[config.mk]
export PLATFORM = sky130hd
export DESIGN_NAME = input_conditioner
export DESIGN_NICKNAME = d
export VERILOG_FILES = /design/src/rtl/ide_common_pkg.sv /design/src/rtl/input_conditioner_ch.sv /design/src/rtl/input_conditioner.sv
export SDC_FILE = /design/constraint.sdc
export NUM_CORES = 1
export LEC_CHECK = 0
export CORE_MARGIN = 5
export CORE_UTILIZATION = 49
export CTS_CLUSTER_DIAMETER = 100
export DETAILED_ROUTE_END_ITERATION = 7
export PLACE_DENSITY = 0.78
export SLEW_MARGIN = 0
export SYNTH_ARGS = -nofsm -noshare
export SYNTH_HDL_FRONTEND = slang
export SYNTH_SLANG_ARGS = --single-unit
[constraint.sdc]
create_clock -name clk -period 1.17 [get_ports clk]
set_clock_uncertainty 0.05 [all_clocks]
set_input_delay 0.234 -clock clk [delete_from_list [all_inputs] [get_ports clk]]
set_output_delay 0.234 -clock clk [all_outputs]
set_load 0.05 [all_outputs]
[src/rtl/ide_common_pkg.sv]
// Shared constants and width helper for the input-conditioning blocks.
package ide_common_pkg;

  localparam int DEF_SYNC_STAGES = 2;
  localparam int DEF_DEB_LEN     = 4;
  localparam int DEF_STRETCH     = 4;

  // Smallest width w (at least 1) such that 2**w >= n.
  function automatic int clog2(input int n);
    int w;
    w = 1;
    while ((1 << w) < n) begin
      w = w + 1;
    end
    return w;
  endfunction

endpackage

[src/rtl/input_conditioner_ch.sv]
// One conditioning channel: synchroniser, counter debounce, edge pulses and
// a retriggerable stretcher, all in the clk domain.
module input_conditioner_ch
  import ide_common_pkg::*;
#(
  parameter int SYNC_STAGES = DEF_SYNC_STAGES,
  parameter int DEB_LEN     = DEF_DEB_LEN,
  parameter int STRETCH     = DEF_STRETCH
) (
  input  logic clk,
  input  logic rst,
  input  logic in,
  output logic level,
  output logic rise,
  output logic fall,
  output logic stretched
);

  localparam int DC_W = clog2(DEB_LEN + 1);
  localparam int SC_W = clog2(STRETCH + 1);
  localparam logic [DC_W-1:0] DC_LAST = DC_W'(DEB_LEN - 1);
  localparam logic [SC_W-1:0] SC_LOAD = SC_W'((STRETCH > 0) ? STRETCH - 1 : 0);

  logic [SYNC_STAGES-1:0] r_sync;
  logic [DC_W-1:0]        r_dc;
  logic                   r_level;
  logic                   r_rise;
  logic                   r_fall;
  logic [SC_W-1:0]        r_sc;
  logic                   r_stretched;

  logic                   w_s;
  logic [DC_W-1:0]        w_dc_next;
  logic                   w_level_next;
  logic                   w_rise_next;
  logic                   w_fall_next;
  logic [SC_W-1:0]        w_sc_next;
  logic                   w_stretched_next;

  assign w_s = r_sync[SYNC_STAGES-1];

  // State register process.
  always_ff @(posedge clk or negedge rst) begin
    if (!rst) begin
      r_sync      <= '0;
      r_dc        <= '0;
      r_level     <= 1'b0;
      r_rise      <= 1'b0;
      r_fall      <= 1'b0;
      r_sc        <= '0;
      r_stretched <= 1'b0;
    end else begin
      r_sync      <= {r_sync[SYNC_STAGES-2:0], in};
      r_dc        <= w_dc_next;
      r_level     <= w_level_next;
      r_rise      <= w_rise_next;
      r_fall      <= w_fall_next;
      r_sc        <= w_sc_next;
      r_stretched <= w_stretched_next;
    end
  end

  // Debounce next state: dc==0 is stable, dc>0 is a pending disagreement.
  always_comb begin
    w_dc_next    = '0;
    w_level_next = r_level;
    w_rise_next  = 1'b0;
    w_fall_next  = 1'b0;
    if (w_s != r_level) begin
      if (r_dc == DC_LAST) begin
        w_level_next = w_s;
        w_rise_next  = w_s;
        w_fall_next  = ~w_s;
      end else begin
        w_dc_next = r_dc + 1'b1;
      end
    end
  end

  // Stretcher next state; STRETCH of 0 or 1 both collapse to a copy of rise.
  always_comb begin
    w_sc_next        = r_sc;
    w_stretched_next = r_stretched;
    if (w_rise_next) begin
      w_sc_next        = SC_LOAD;
      w_stretched_next = 1'b1;
    end else if (r_sc != '0) begin
      w_sc_next = r_sc - 1'b1;
    end else begin
      w_stretched_next = 1'b0;
    end
  end

  // Output process.
  always_comb begin
    level     = r_level;
    rise      = r_rise;
    fall      = r_fall;
    stretched = r_stretched;
  end

endmodule

[src/rtl/input_conditioner.sv]
// N-channel input conditioner; the wrapper only slices buses onto channels.
module input_conditioner
  import ide_common_pkg::*;
#(
  parameter int N           = 4,
  parameter int SYNC_STAGES = DEF_SYNC_STAGES,
  parameter int DEB_LEN     = DEF_DEB_LEN,
  parameter int STRETCH     = DEF_STRETCH
) (
  input  logic         clk,
  input  logic         rst,
  input  logic [N-1:0] in,
  output logic [N-1:0] level,
  output logic [N-1:0] rise,
  output logic [N-1:0] fall,
  output logic [N-1:0] stretched
);

  genvar gi;
  generate
    for (gi = 0; gi < N; gi++) begin : g_ch
      input_conditioner_ch #(
        .SYNC_STAGES(SYNC_STAGES),
        .DEB_LEN    (DEB_LEN),
        .STRETCH    (STRETCH)
      ) u_ch (
        .clk      (clk),
        .rst      (rst),
        .in       (in[gi]),
        .level    (level[gi]),
        .rise     (rise[gi]),
        .fall     (fall[gi]),
        .stretched(stretched[gi])
      );
    end
  endgenerate

endmodule

# Word level (Yosys, flattened, before mapping)
# Index checks and enable logic that the tools add are counted.
[op_classes] magnitude_cmp=0 n_div=0 n_eq_ne=12 n_mux=40 bitwise=4 n_reduce_logical=12 add_sub_neg=8 mul=0 shift=0
[op_table] op="$mux W3" n=16
[op_table] op="$mux W1" n=24
[op_table] op="$add A3 B1 Y3 const B" n=4
[op_table] op="$eq A3 B2 Y1 const B" n=4
[op_table] op="$reduce_bool A3 Y1" n=4
[op_table] op="$sub A3 B1 Y3 const B" n=4
[op_table] op="$ne A2 B1 Y1 const B" n=4
[op_table] op="$reduce_and A2 Y1" n=4
[op_table] op="$reduce_bool A2 Y1" n=4
[op_table] op="$ne A1 B1 Y1" n=4
[op_table] op="$not A1 Y1" n=4
[word_totals] n_memories=0 register_bits=48 mem_bits_rw=0 latchBits=0 elab_cells=104 romBits=0

# Logic depth before layout (Yosys ltp)
# Gate-level depths: netlist of the first run.
[depth] depth_word=4 depth_mapped=5

# By module
# A second synthesis of the first run with hierarchy kept.
[unflattened] hier_cells=148 area_unflattened_um2=1941.9
[modules_own_cells] mod="input_conditioner_ch" cells_each=37 area_per_inst_um2=485.5 instances=4

# Worst setup path before layout of the first run
# OpenSTA, ideal clock, no wires.
[synth_path] path_kind="flip-flop to flip-flop" start="register g_ch[0].u_ch.r_dc[0]" end="register g_ch[0].u_ch.r_level" slack_ns=-0.034 n_path_buf=0 arrival_time_ns=1.026 path_stages_with_launch=4 required_time_ns=0.992 cell_sequence="dfrtp_1 -> ha_1 -> nor2b_2 -> mux2_1"
[synth_between] elab_chain_len=2
[synth_lines] item="start: declaration" line_no="input_conditioner_ch.sv:25" source="logic [DC_W-1:0] r_dc;"
[synth_lines] item="start signal: assignment" line_no="input_conditioner_ch.sv:54" source="r_dc <= w_dc_next;"
[synth_lines] item="$eq A3 B2 Y1" line_no="input_conditioner_ch.sv:70" source="if (r_dc == DC_LAST) begin"
[synth_lines] item="$reduce_and A2 Y1 (no source line)"
[synth_lines] item="end signal: assignment" line_no="input_conditioner_ch.sv:55" source="r_level <= w_level_next;"
[synth_lines] item="end: declaration" line_no="input_conditioner_ch.sv:26" source="logic r_level;"
# Every way passes these cells.
# A chain may end at the register's enable or synchronous reset.

# Worst setup path after layout of the first run
[layout_path] start="register g_ch[0].u_ch.r_level" end="output level[0]"
[layout_lines] item="end: declaration" line_no="input_conditioner.sv:13" source="output logic [N-1:0] level,"
# No word-level cell between the ends.

==> flow_summary.yaml, run 1 <==
pwr:
  p_int_mw: 4.784
  combPwrFrac: 0.519
  power_mw: 7.364
  power_frac_seq: 0.347
  irDropWorstVdd_uv: 1817
  switching_power_mw: 2.579
  p_leak_nw: 1.323
  pwr-share-clk: 0.134
  power.density_mw_per_mm2: 2611
  switching_share: 0.3503
clock_network:
  cts_tree: "yes"
  cts_root_buffer: "clkbuf_8"
  cts_htree_levels: 2
  clk_path_buf_depth: 2
  clk_pin_slew_ns: 0.08
  insertion_delay_ns: 0.29
  cts_buffers: 5
  cts.sink_count: 48
grt:
  grt_max_degree: 37
  grt_pass1_wl_um: 5775
  grt_pass1_vias: 1283
  antenna_found_initial: 0
  grt_usage: 0.1399
  gr-total-overflow: 0
placed_design:
  dp.cells: 219
  post_dp_cell_area_mm2: 0.002489
  gp_congestion: 0.7214
  place_hpwl_um: 2433
  portBuffers: 21
run:
  maxCapViolations: 0
worst_setup_path:
  reg2reg_to: "g_ch[3].u_ch.r_sc[2]$_DFFE_PN0P_"
  cp-endpoint: "level[0]"
  critical_path_required_ns: 0.89
  r2r_cells: 5
  critPathLaunch: "g_ch[0].u_ch.level$_DFFE_PN0P_"
  rr_startpoint: "g_ch[3].u_ch.r_sc[0]$_DFFE_PN0P_"
  crit_arrival_ns: 0.93
  slowest_delay_ns: 0.47
  critical_path_class: "reg -> out"
  start_kind: "flop"
  cp_slowest_cell: "dfrtp_2"
  path_depth: 1
  reg2reg_slack_ns: -0.04
  worstSetupEndpointType: "primary output"
  path_buf_inv: 1
  critPathMaxFanout: 5
  cp_cell_sequence: "buf_12"
  cp_top_family: "flip-flops"
synth:
  synth_seq_cells: 48
  synthCells: 157
  yosys_warnings: 0
  synth_area_leader_cell: "dfrtp_1"
  yosysUniqueCellTypes: 19
  synth_top_area_frac: 0.5974
  synthesis.area_mm2: 0.002011
  synth_nets: 175
  synth_area_leaders: "dfrtp_1 (60%), ha_1 (7.5%), buf_4 (6.0%)"
  syn_area_per_cell_um2: 12.81
  ys_seq_area_frac: 0.5974
status:
  status: "complete, but fails checks"
  failed_checks: "setup timing"
detailed_routing:
  vias: 1183
  wire_per_inst_um: 14.44
  postRouteAntennaNets: 0
  avgViaCountPerCell: 4.929
  wl_um: 3466
  post-route-drc-count: 0
  first_pass_iters: 4
  drtIter0Drc: 56
die:
  core-area_mm2: 0.004000
  die-width_um: 74.06
  io_pins: 22
  dieArea_mm2: 0.005484
  start_util: 0.5027
  die_height_um: 74.06
  rows: 23
sta:
  final.period_utilization: 1.036
  slew_violations: 0
  max_slew_margin: 0.7858
  worst_slew_pin_slew_ns: 0.3213
  grt_setup_unrepaired: "yes"
  finalSetupViolations: 16
  min_period_ns: 1.212
  finalHoldViolCount: 0
  max_freq_ghz: 0.8248
  setup_slack_ns: -0.04242
  setup_tns_ns: -0.3477
layout:
  register_area_mm2: 0.001206
  fillerInstances: 259
  num_antenna_cells: 0
  fin_area_mm2: 0.002820
  nets: 207
  synthToLayoutAreaGrowth_pct: 40.26
  drive_gt1_frac: 0.4684
  multi_input_area_um2: 848.3
  finalNonFillerCells: 240
hold_path:
  hold_class: "in -> async"
power by group through the flow:
stage                     sequential, mW  clock (mW)  combinational [mW]
after floorplan                     2.41           0                2.38
after global placement              2.51           0                3.03
after detailed placement            2.55           0                3.32
after CTS                           2.51        1.02                3.56
after global routing                2.61        1.09                4.20
final                               2.55       0.986                3.82
routing by layer:
layer,GRT usage,share of wire
met1,0.1578,0.39
met3,0.04595,0.038
met5,0,0
met4,0.04829,0.013
met2,0.2480,0.56
stage by stage:
| stage | worst slack [ns] | utilization | hold WS [ns] |
|---|---|---|---|
| finish | -0.04242 | 0.7050 | 0.3077 |
| global route | -0.1130 | 0.7050 | 0.3255 |
| CTS | -0.08721 | 0.6713 | 0.3010 |
| detailed placement | -0.09310 | 0.6221 | 0.09840 |
| global placement | -0.02416 | 0.6221 | 0.08380 |
| floorplan | -0.01976 | - | -0.1116 |
sequential cells by signal (all words and copies together) (netlist names):
name and count:
g_ch.u_ch.r_dc 12, g_ch.u_ch.r_sync 8, g_ch.u_ch.rise 4, g_ch.u_ch.r_sc 12, g_ch.u_ch.level 4, g_ch.u_ch.stretched 4, g_ch.u_ch.fall 4
kinds of logic after synthesis:
family                   Yosys count  share of synthesized area
flip-flops                        48                     0.5974
adder cells (fa/ha/maj)           12                    0.07467
buffers and inverters             36                    0.09708
XOR/XNOR                           8                    0.03484
AO/OA/AOI/OAI                     12                    0.04978
multiplexers                       4                    0.02240
AND/OR/NAND/NOR                   37                     0.1238
layout by cell type (no fill, tap or decap):
cell,count
ha_2,5
nor2b_1,2
buf_4,16
nor3_4,1
xnor2_1,1
inv_2,6
nor3b_1,6
a211oi_2,4
inv_1,14
buf_2,1
o21ai_1,1
nand4bb_2,1
nor3_1,3
dfrtp_2,4
nand2_1,8
buf_12,17
xor2_2,2
nor3b_2,2
clkbuf_8,6
clkbuf_1,2
dlygate4sd3_1,1
o211ai_1,4
clkdlybuf4s50_1,4
o21ai_0,3
nor2b_4,7
and3b_1,3
ha_4,7
nand2b_4,1
xnor2_2,3
xor2_1,2
buf_6,2
mux2_4,4
dfrtp_1,44
nand4bb_1,3
area by class of cell:
| cell class | instances | area share |
|---|---|---|
| Tap cell | 50 | 0.02218 |
| Clock buffer | 8 | 0.03194 |
| Multi-Input combinational cell | 73 | 0.3008 |
| Inverter | 20 | 0.02662 |
| Sequential cell | 48 | 0.4277 |
| Timing Repair Buffer | 41 | 0.1908 |
cell usage after synthesis:
cell,n
a211oi_2,4
and3b_1,3
buf_4,16
dfrtp_1,48
ha_1,12
inv_1,16
inv_2,4
mux2_1,4
nand2_1,8
nand2b_1,1
nand4bb_1,4
nor2b_1,7
nor2b_2,2
nor3_1,4
nor3b_1,8
o211ai_1,4
o21ai_0,4
xnor2_1,4
xor2_1,4
worst min-delay path by stage:
| stage | from | end | slack (ns) |
|---|---|---|---|
| detailed placement | rst | g_ch[2].u_ch.r_sync[0]$_DFF_PN0_ | 0.1 |
| floorplan | rst | g_ch[0].u_ch.fall$_DFF_PN0_ | -0.11 |
| CTS | rst | g_ch[2].u_ch.r_dc[1]$_DFF_PN0_ | 0.30 |
| global route | rst | g_ch[2].u_ch.r_dc[1]$_DFF_PN0_ | 0.33 |
| global placement | rst | g_ch[2].u_ch.r_sync[0]$_DFF_PN0_ | 0.08 |
| finish | rst | g_ch[2].u_ch.r_dc[1]$_DFF_PN0_ | 0.31 |
timing repair:
action | 4_1_cts | 5_1_grt
endpoints found under the hold margin | 12 | 0
buffers inserted | 8 | 4
gates resized for setup | 11 | 19
pin swaps | 14 | 5
endpoints found under the setup margin | 20 | 34
hold buffers | 1 | 0
Power figures use the tool's default switching activity.
==> run 2, diff against run 1 <==
--- a/config.mk
+++ b/config.mk
@@ -14,3 +14,4 @@
 export SYNTH_ARGS = -nofsm -noshare
 export SYNTH_HDL_FRONTEND = slang
 export SYNTH_SLANG_ARGS = --single-unit
+export TNS_END_PERCENT = 20
==> run 2 against run 1 <==
  * The flow still finishes with violations (setup timing)
  * Utilization down 0.47 points
  * Clock-buffer cell count is 3 lower
  * Sequential power up 3%
  * Design area down 0.67%
  * Critical path depth increased by 4
  * Cell count down 0.42%
  * Combinational power decreased by 3%
  * First-iteration DRC count up 1.8%
  * Worst hold slack worse by 0.0088 ns
  * Sequential share of layout area rose by 0.29 points
  * Total power decreased by 1.3%
==> flow_summary.yaml, run 2 (synthesis gave the netlist of run 1 again) <==
clock_network:
  cts_htree_levels: 2
  insertion_delay_ns: 0.30
  cts_tree: "yes"
  clk_pin_slew_ns: 0.08
  cts_buffers: 5
  clk_path_buf_depth: 2
  cts_root_buffer: "clkbuf_8"
  cts.sink_count: 48
sta:
  setup_tns_ns: -0.5747
  finalSetupViolations: 18
  max_slew_margin: 0.7435
  min_period_ns: 1.234
  setup_slack_ns: -0.06414
  whs_ns: 0.2989
  max_freq_ghz: 0.8103
  worst_slew_pin_slew_ns: 0.3820
  final.period_utilization: 1.055
  slew_violations: 0
  finalHoldViolCount: 0
  grt_setup_unrepaired: "yes"
worst_setup_path:
  worstSetupEndpointType: "flop"
  rr_startpoint: "g_ch[1].u_ch.r_sc[0]$_DFFE_PN0P_"
  crit_arrival_ns: 1.40
  critical_path_class: "reg -> reg"
  critPathMaxFanout: 2
  start_kind: "flop"
  slowest_delay_ns: 0.40
  reg2reg_slack_ns: -0.06
  cp_slowest_cell: "dfrtp_1"
  reg2reg_to: "g_ch[1].u_ch.r_sc[2]$_DFFE_PN0P_"
  r2r_cells: 5
  cp_cell_sequence: "inv_1, ha_2, ha_4, nor2b_4, a211oi_2"
  critical_path_required_ns: 1.33
die:
  die-width_um: 74.06
  dieArea_mm2: 0.005484
  start_util: 0.5027
  core-area_mm2: 0.004000
  die_height_um: 74.06
  rows: 23
  io_pins: 22
detailed_routing:
  wl_um: 3806
  first_pass_iters: 3
  drtIter0Drc: 57
  avgViaCountPerCell: 5.033
  post-route-drc-count: 0
  wire_per_inst_um: 15.92
  postRouteAntennaNets: 0
  vias: 1203
run:
  maxCapViolations: 0
placed_design:
  gp_congestion: 0.6934
  pre_cts_ws_ns: -0.1094
  place_hpwl_um: 2549
  dp.cells: 221
  post_dp_cell_area_mm2: 0.002499
  portBuffers: 21
grt:
  use_met1: 0.1825
  met2_usage: 0.2756
  use_met3: 0.04865
  grt_pass1_wl_um: 6444
  top_usage_layer: "met2"
  grt_max_degree: 49
  gr-total-overflow: 0
  grt_usage: 0.1585
  antenna_found_initial: 0
  grt_pass1_vias: 1341
layout:
  nets: 207
  reg_top3: "g_ch.u_ch.r_dc x12, g_ch.u_ch.r_sc x12, g_ch.u_ch.r_sync x8"
  final_cell_mix: "dfrtp_1 (44), buf_12 (17), inv_1 (16)"
  final_common_cell: "dfrtp_1"
  finish.utilization: 0.7003
  drive_gt1_frac: 0.4392
  fillerInstances: 252
  finalNonFillerCells: 239
  synthToLayoutAreaGrowth_pct: 39.33
  num_antenna_cells: 0
  fin_area_mm2: 0.002801
status:
  failed_checks: "setup timing"
  status: "complete, but fails checks"
pwr:
  power.density_mw_per_mm2: 2595
  p_leak_nw: 1.298
  irDropWorstVdd_uv: 1532
  power_mw: 7.271
hold_path:
  min-delay-start: "g_ch[0].u_ch.r_sync[0]$_DFF_PN0_"
  hold_end: "g_ch[0].u_ch.r_sync[1]$_DFF_PN0_"
  hold_class: "reg -> reg"
  whs_path_depth: 0
run 2: cell types whose count changed in the layout (fill, tap and decap cells not counted), moves of 2 or more:
cell / before / now
buf_4: 16 / 13
buf_6: 2 / 5
xnor2_1: 1 / 4
xnor2_2: 3 / 0
clkbuf_1: 2 / 0
inv_1: 14 / 16
inv_2: 6 / 4
xor2_1: 2 / 4
xor2_2: 2 / 0
run 2: timing repair:
item,4_1_cts,5_1_grt
setup endpoints to repair,29,36
hold endpoints to repair,48,0
pin swaps,18,2
buffers inserted,3,7
gates resized for setup,17,10
hold buffers,1,0
run 2: cell type report:
cell class,count,area (µm²),area share
Tap cell,50,62.56,0.02233
Timing Repair Buffer,41,549.3,0.1961
Inverter,20,75.07,0.02680
Multi-Input combinational cell,73,827.0,0.2952
Clock inverter,2,12.51,0.004466
Sequential cell,48,1206,0.4306
Clock buffer,5,68.82,0.02456
run 2: routing by layer:
metal,wire length [µm],vias to the layer above
met5,0,-
met4,119,0
met3,162,13
met2,2117,24
met1,1407,601
li1,-,565
run 2: worst max-delay path by stage:
| stage | from | to | slack, ns | cells after the start |
|---|---|---|---|---|
| 2_1_floorplan | g_ch[2].u_ch.r_sc[0]$_DFFE_PN0P_ | g_ch[2].u_ch.r_sc[2]$_DFFE_PN0P_ | -0.02 | 5 |
| 3_3_place_gp | g_ch[2].u_ch.r_sc[0]$_DFFE_PN0P_ | g_ch[2].u_ch.r_sc[2]$_DFFE_PN0P_ | -0.03 | 5 |
| 3_5_place_dp | g_ch[2].u_ch.r_dc[0]$_DFF_PN0_ | g_ch[2].u_ch.r_sc[2]$_DFFE_PN0P_ | -0.11 | 5 |
| 4_1_cts | g_ch[3].u_ch.r_sc[1]$_DFFE_PN0P_ | g_ch[3].u_ch.r_sc[0]$_DFFE_PN0P_ | -0.08 | 5 |
| 5_1_grt | g_ch[1].u_ch.r_sc[0]$_DFFE_PN0P_ | g_ch[1].u_ch.r_sc[2]$_DFFE_PN0P_ | -0.15 | 5 |
| 6_report | g_ch[1].u_ch.r_sc[0]$_DFFE_PN0P_ | g_ch[1].u_ch.r_sc[2]$_DFFE_PN0P_ | -0.06 | 5 |
run 2: worst max-delay path, delay by kind of cell, from the launching register on:
| family | cells | cell delay [ns] |
|---|---|---|
| flops | 1 | 0.40 |
| simple gates | 1 | 0.12 |
| buf+inv | 1 | 0.07 |
| compound gates | 1 | 0.15 |
| fa+ha+maj | 2 | 0.37 |
run 2: report_power, final:
group | internal [mW] | total (mW) | leakage (nW) | switching, mW
Sequential | 2.18 | 2.62 | 0.600 | 0.444
Clock | 0.405 | 0.928 | 0.0400 | 0.523
Combinational | 2.05 | 3.72 | 0.658 | 1.67
==> run 3, diff against run 2 <==
--- a/config.mk
+++ b/config.mk
@@ -9,6 +9,7 @@
 export CORE_UTILIZATION = 49
 export CTS_CLUSTER_DIAMETER = 100
 export DETAILED_ROUTE_END_ITERATION = 7
+export GPL_ROUTABILITY_DRIVEN = 0
 export PLACE_DENSITY = 0.78
 export SLEW_MARGIN = 0
 export SYNTH_ARGS = -nofsm -noshare
==> results of run 3 <==
Final layout, timing and power as in run 2 (identical DEF).
